### src/rtl/spi_tx_scheduler.sv
// spi_tx_scheduler
//
// Shares the SPI slave transmit shift path among NUM_REQ on-chip requesters.
// Round-robin picks one pending 32-bit word, holds it on the sender's parallel
// load port for LOAD_CYCLES clocks, then waits for the sender's word-complete
// flag (synchronised from the sck domain) before acknowledging the requester.
// If chip select is released mid-word, the word is abandoned without an ack
// and the same requester is offered first again.
//
// Ports:
//   clk          system clock
//   rst_n        asynchronous active-low reset
//   req_valid_i  per-requester word pending, held until its ack
//   req_data_i   packed words, requester i at [32*i+31:32*i]
//   req_ack_o    one-cycle pulse, word of requester grant_o fully shifted
//   scs_i        SPI chip select from pad, active-low, asynchronous
//   tx_data_o    word for the sender's parallel input
//   tx_valid_o   load request to the sender
//   tx_done_i    sender word-complete flag, sck domain
//   busy_o       scheduler is not idle
//   grant_o      index of current or last granted requester
//   abort_o      one-cycle pulse, word abandoned on chip select release

module spi_tx_scheduler #(
  parameter int unsigned NUM_REQ     = 2,  // 1..8
  parameter int unsigned LOAD_CYCLES = 8   // 1..16, longer than one sck period + 2 clk
) (
  input  logic                   clk,
  input  logic                   rst_n,
  input  logic [NUM_REQ-1:0]     req_valid_i,
  input  logic [32*NUM_REQ-1:0]  req_data_i,
  output logic [NUM_REQ-1:0]     req_ack_o,
  input  logic                   scs_i,
  output logic [31:0]            tx_data_o,
  output logic                   tx_valid_o,
  input  logic                   tx_done_i,
  output logic                   busy_o,
  output logic [2:0]             grant_o,
  output logic                   abort_o
);

  typedef enum logic [1:0] {StIdle, StLoad, StShift} state_e;

  state_e       state_q;
  logic         scs_meta_q, scs_s_q;
  logic         done_meta_q, done_s_q, done_q;
  logic         done_rise;
  logic [2:0]   rr_ptr_q;
  logic [3:0]   load_cnt_q;

  logic               arb_found;
  logic [2:0]         arb_idx;
  logic [31:0]        arb_data;
  logic [3:0]         cand;
  logic [2:0]         next_ptr;
  logic [NUM_REQ-1:0] ack_vec;

  // Two-flop synchronisers. Chip select resets to "released" so nothing is
  // granted until the pad has really been seen low for two clocks.
  always_ff @(posedge clk or negedge rst_n) begin
    if (!rst_n) begin
      scs_meta_q  <= 1'b1;
      scs_s_q     <= 1'b1;
      done_meta_q <= 1'b0;
      done_s_q    <= 1'b0;
      done_q      <= 1'b0;
    end else begin
      scs_meta_q  <= scs_i;
      scs_s_q     <= scs_meta_q;
      done_meta_q <= tx_done_i;
      done_s_q    <= done_meta_q;
      done_q      <= done_s_q;
    end
  end

  assign done_rise = done_s_q & ~done_q;

  // Round-robin search: first valid requester at or after rr_ptr_q, wrapping.
  // rr_ptr_q < NUM_REQ, so one conditional subtract is enough for the wrap.
  // The inner loop compares against constants to keep all selects static.
  always_comb begin
    arb_found = 1'b0;
    arb_idx   = '0;
    cand      = '0;
    for (int unsigned k = 0; k < NUM_REQ; k++) begin
      cand = {1'b0, rr_ptr_q} + 4'(k);
      if (cand >= 4'(NUM_REQ)) begin
        cand = cand - 4'(NUM_REQ);
      end
      for (int unsigned i = 0; i < NUM_REQ; i++) begin
        if (!arb_found && (cand == 4'(i)) && req_valid_i[i]) begin
          arb_found = 1'b1;
          arb_idx   = 3'(i);
        end
      end
    end
  end

  always_comb begin
    arb_data = '0;
    for (int unsigned i = 0; i < NUM_REQ; i++) begin
      if (arb_idx == 3'(i)) begin
        arb_data = req_data_i[32*i +: 32];
      end
    end
  end

  // Pointer moves past the requester just served; decoded ack for grant_o.
  always_comb begin
    next_ptr = (grant_o == 3'(NUM_REQ - 1)) ? 3'd0 : grant_o + 3'd1;
    ack_vec  = '0;
    for (int unsigned i = 0; i < NUM_REQ; i++) begin
      ack_vec[i] = (grant_o == 3'(i));
    end
  end

  // Scheduler FSM with registered outputs. Chip select release is checked
  // before done_rise so that a simultaneous pair retries the word.
  always_ff @(posedge clk or negedge rst_n) begin
    if (!rst_n) begin
      state_q    <= StIdle;
      tx_valid_o <= 1'b0;
      tx_data_o  <= '0;
      req_ack_o  <= '0;
      grant_o    <= '0;
      abort_o    <= 1'b0;
      rr_ptr_q   <= '0;
      load_cnt_q <= '0;
    end else begin
      req_ack_o <= '0;
      abort_o   <= 1'b0;
      case (state_q)
        StIdle: begin
          if (!scs_s_q && arb_found) begin
            state_q    <= StLoad;
            tx_valid_o <= 1'b1;
            tx_data_o  <= arb_data;
            grant_o    <= arb_idx;
            load_cnt_q <= '0;
          end
        end
        StLoad: begin
          load_cnt_q <= load_cnt_q + 4'd1;
          if (scs_s_q) begin
            state_q    <= StIdle;
            tx_valid_o <= 1'b0;
            abort_o    <= 1'b1;
          end else if (load_cnt_q == 4'(LOAD_CYCLES - 1)) begin
            state_q    <= StShift;
            tx_valid_o <= 1'b0;
          end
        end
        StShift: begin
          if (scs_s_q) begin
            state_q <= StIdle;
            abort_o <= 1'b1;
          end else if (done_rise) begin
            state_q   <= StIdle;
            req_ack_o <= ack_vec;
            rr_ptr_q  <= next_ptr;
          end
        end
        default: begin
          state_q    <= StIdle;
          tx_valid_o <= 1'b0;
        end
      endcase
    end
  end

  assign busy_o = (state_q != StIdle);

endmodule

### config.mk
export PLATFORM = sky130hd
export DESIGN_NAME = spi_tx_scheduler
export DESIGN_NICKNAME = d
export VERILOG_FILES = /design/src/rtl/spi_tx_scheduler.sv
export SDC_FILE = /design/constraint.sdc
export NUM_CORES = 1
export LEC_CHECK = 0
export ABC_CLOCK_PERIOD_IN_PS = 3700
export CELL_PAD_IN_SITES_DETAIL_PLACEMENT = 1
export CELL_PAD_IN_SITES_GLOBAL_PLACEMENT = 1
export CORE_MARGIN = 4
export CORE_UTILIZATION = 34
export CTS_BUF_LIST = sky130_fd_sc_hd__clkbuf_8
export DETAILED_ROUTE_END_ITERATION = 10
export PLACE_DENSITY = 0.95
export SLEW_MARGIN = 0
export SYNTH_ARGS = -nofsm -noshare
export SYNTH_HDL_FRONTEND = slang
export SYNTH_SLANG_ARGS = --single-unit
### constraint.sdc
create_clock -name clk -period 3.7 [get_ports clk]
set_input_delay 0.37 -clock clk [delete_from_list [all_inputs] [get_ports clk]]
set_output_delay 0.37 -clock clk [all_outputs]
set_load 0.02 [all_outputs]
After elaboration in Yosys (flattened, before gate mapping)
Index checks and enable logic that the tools add are counted.
Storage, ports and cells
  output and inout port bits: 40
  register bits after elaboration: 53
  bits of input ports: 70
Cells by class
  bitwise logic cells: 4
  equality and inequality tests: 10
  add/sub/neg operators: 5
  magnitude comparators: 2
  muxes and demuxes: 29
  reductions and logical operators: 25
Operators with widths (number)
  $mux W32: 2
  $mux W2: 8
  $mux W4: 3
  $mux W1: 10
  $mux W3: 3
  $reduce_and A3 Y1: 3
  $eq A4 B1 Y1 const B: 2
  $logic_and A1 B1 Y1: 8
  $logic_not A4 Y1: 2
  $pmux W4 S2: 1
  $eq A3 B1 Y1 const B: 2
  $logic_not A3 Y1: 2
  $ne A3 B3 Y1 const B: 2
  $pmux W2 S3: 1
  $add A3 B1 Y4 const B: 1
  $add A4 B1 Y4 const B: 1
  $eq A4 B3 Y1 const B: 1
  $ge A4 B2 Y1 const B: 1
  $logic_not A1 Y1: 4
  $reduce_and A2 Y1: 2
  $reduce_bool A2 Y1: 2
  $sub A3 B2 Y4 const B: 1
  $sub A4 B2 Y4 const B: 1
  $add A3 B1 Y3 const B: 1
  9 further kinds: 11

Depth between registers and ports, before layout
  depth after elaboration: 20
  mapped depth: 8

Worst setup path after synthesis
No wires, ideal clock.
  path kind: reg2reg
  from: register state_q[0]
  to: register load_cnt_q[3]
  arrival: 1359 ps
  path buffers: 1
  path slack: 2215 ps
  stages on the path, launching flop included: 8
  period minus slack after synthesis: 1485 ps
  library setup time: 126 ps
  cell sequence: dfrtp_1 -> inv_1 -> ha_1 -> buf_2 -> inv_1 -> nor2_1 -> nor2_1 -> a221o_1
Between the ends
  word-level cells in the longest chain between the ends: 3
  elaborated cells between the ends (all ways): 6
  classes of those cells: eq/ne (2); mux (1); reduce/logical (3)
Ends and longest elaborated chain
  start, declared: line 44  | state_e state_q;
  start signal, assigned: line 121  | state_q <= StIdle;
  start signal, assigned: line 135  | state_q <= StLoad;
  start signal, assigned: line 145  | state_q <= StIdle;
  $eq A2 B1 Y1 / $logic_not A2 Y1 (equally long branches): line 132  | case (state_q)
  $reduce_bool A2 Y1 (no line) / $ne A2 B2 Y1 (equally long branches)
  $reduce_and A2 Y1 (no line)
  end signal, assigned: line 143  | load_cnt_q <= load_cnt_q + 4'd1;
  end, declared: line 49  | logic [3:0] load_cnt_q;
Parallel ways exist; a longest one is shown, timed or not.
A chain may end at the register's enable or synchronous reset.

Worst setup path after layout
  from: register state_q[0]
  to: output busy_o
Between the ends
  word-level cells in the longest chain between the ends: 1
Ends and longest elaborated chain
  $reduce_bool A2 Y1: line 171  | assign busy_o = (state_q != StIdle);
  end, declared: line 37  | output logic busy_o,
Every way passes these cells.

==> metrics.txt <==
crit path DAT ~1.8 ns; vias per inst between 4 and 5; crit-path max FO 9; Die Span Y approximately 90 um; largest net degree at the start of global routing between 50 and 60; IO Count 110; ant diodes 0; EDFF count, synth 0; sum of negative setup slack 0 ns; Pins Over Slew Limit 0; Max Freq about 460 MHz; initial antenna violation count 0; most frequent cells in the layout clkdlybuf4s50_1 (106), dfrtp_1 (47), nand2_1 (34); Hold WC Path Type input port to async pin; commonest non-fill, non-tap cell in the layout clkdlybuf4s50_1; Synth async-reset ratio 100%; post-synth top area share around half; final setup fails 0; 1st-iter DRT viols between 70 and 80; maxcap violations 0; Netlist Area Pre-Place about 2300 um^2; Seq cells post-synth between 40 and 50; Critical Path Max Stage Delay between 0.5 and 0.6 ns; CTS root buf clkbuf_8; top sig layer met4; ys flop type dfrtp_1; post-DR wirelength/cell roughly 16 um; Post-CTS Resized 0; Total GRT Usage between 10% and 20%; Synth area leaders dfrtp_1 (51%), mux2i_1 (14%), nand2_1 (5.7%); drt first pass iters 4; Netlist cell types 36; PortBufs approximately 110; # nets final around 390; Worst Skew 0.00745 ns; Overflow after GRT 0; Leak Pwr between 0.0015 and 0.002 uW; CP required about 3.3 ns; Routed WL 6160 um; post-route ant nets 0; Buf/Inv on CP 3; vias around 1.9k; clock slew at reported path FFs approximately 0.080 ns; Yosys warnings 0; cells along the critical path inv_1, ha_1, inv_1, clkdlybuf4s50_1; met2 WL 3310 um; synthesis-to-finish area growth 51.7%; Max-slew headroom 27.2%; Worst-Margin Slew about 1.1 ns; first-pass GRT wire length roughly 10000 um; Final period util between 50% and 60%; FP Rows 29; drt drc 0; crit-path most repeated cell inv_1; unrepaired setup endpoints after global routing false; CTS tree built; Max VDD drop 0.294 mV; htree depth 2; Die X-Extent 90.3 um; power per cell area 704 nW/um^2; Cells after Synth between 200 and 250; final hold viol count 0; share of cells above drive strength 1 roughly 8.6%; Initial Utilization approximately 36%; insertion delay to the later sink of the worst-skew pair between 0.2 and 0.3 ns; RePlAce Congestion around 0.75; outcome finished clean; clk sinks 49; CP max stage cell clkdlybuf4s50_1; number of global-route vias before repair between 2k and 2.5k; hold_ws 0.273 ns; WL met1 between 2000 and 2500 um; Yosys top cell by area dfrtp_1; Core Area around 6500 um^2; syn avg cell area 11.1 um^2; post-CTS setup buffer count 0; Num CTS Buffers 5; area of the die slightly above 8000 um^2; min cycle time layout 2.17 ns; CP Capture Type output port; Hold-fix buffers, CTS 0; Max clock buf depth 2; sequential fraction of the synthesis area 53.4%; CP delay by family, top buffers and inverters; wire length on met3 around 450 um; HPWL after DPL 4870 um; critical path type flip-flop to output port; Worst setup SP type flip-flop
## routing by layer
layer	track usage [%]	vias up
li1	-	917
met1	17.2	885
met2	28.6	68
met3	5.50	2
met4	3.06	0
met5	0	-
## final timing paths
check	startpoint	end	slack [ns]	cells after the start
worst min register to register	scs_meta_q$_DFF_PN1_	scs_s_q$_DFF_PN1_	0.36	0
worst max-delay path	state_q[0]$_DFFE_PN0P_	busy_o	1.53	4
min in group clk	scs_meta_q$_DFF_PN1_	scs_s_q$_DFF_PN1_	0.36	0
worst min-delay path	rst_n	tx_valid_o$_DFFE_PN0P_	0.27	1
max in group asynchronous	rst_n	tx_data_o[22]$_DFFE_PN0P_	2.75	1
worst max register to register	state_q[0]$_DFFE_PN0P_	tx_data_o[19]$_DFFE_PN0P_	1.55	6
## flip-flops by register name, indices dropped and copies added (netlist names)
name	flops
scs_meta_q	1
req_ack_o	2
done_q	1
tx_valid_o	1
scs_s_q	1
abort_o	1
tx_data_o	32
load_cnt_q	4
grant_o	1
state_q	2
done_meta_q	1
rr_ptr_q	1
done_s_q	1
## per-stage QoR
stage	std cells	instance area, um^2	util, %	power, uW	setup slack, ns
finish	390	3490	54.1	2460	1.53
global route	390	3490	54.1	2640	1.32
CTS	390	3490	54.1	2510	1.51
detailed placement	382	3390	52.5	2160	1.22
global placement	382	3390	52.5	2090	1.31
floorplan	208	2310	-	1570	2.21
## power breakdown
| group | internal [uW] | total [uW] | switching [uW] |
|---|---|---|---|
| Sequential | 751 | 882 | 131 |
| Combinational | 593 | 1240 | 645 |
| Clock | 169 | 339 | 169 |
## cells by family after synthesis
kind of cell | share of synthesized area, %
simple gates | 10.2
compound gates | 14.3
flops | 53.4
mux | 14.4
buf+inv | 5.05
fa+ha+maj | 2.17
other cells | 0.163
xor+xnor | 0.381
## layout make-up
type	instances	area, um^2
Fill cell	719	2970
Inverter	4	15.0
Clock inverter	1	5.00
Timing Repair Buffer	110	1090
Sequential cell	49	1230
Multi-Input combinational cell	142	963
Clock buffer	7	96.3
Tap cell	77	96.3
## Yosys cell counts, types with 2 or more instances
| master | count |
|---|---|
| and2_1 | 3 |
| a21oi_1 | 2 |
| buf_2 | 5 |
| dfrtp_1 | 47 |
| o31ai_1 | 2 |
| o21ai_0 | 5 |
| o21ai_1 | 20 |
| dfstp_2 | 2 |
| mux2i_1 | 32 |
| nor2b_1 | 4 |
| buf_4 | 3 |
| nor2_1 | 6 |
| nand2_1 | 35 |
| buf_8 | 3 |
| inv_1 | 4 |
| o21ai_2 | 9 |
| nand2b_1 | 2 |
| ha_1 | 4 |
| o21a_1 | 2 |
Note: power is estimated with default switching activity, not from simulation.
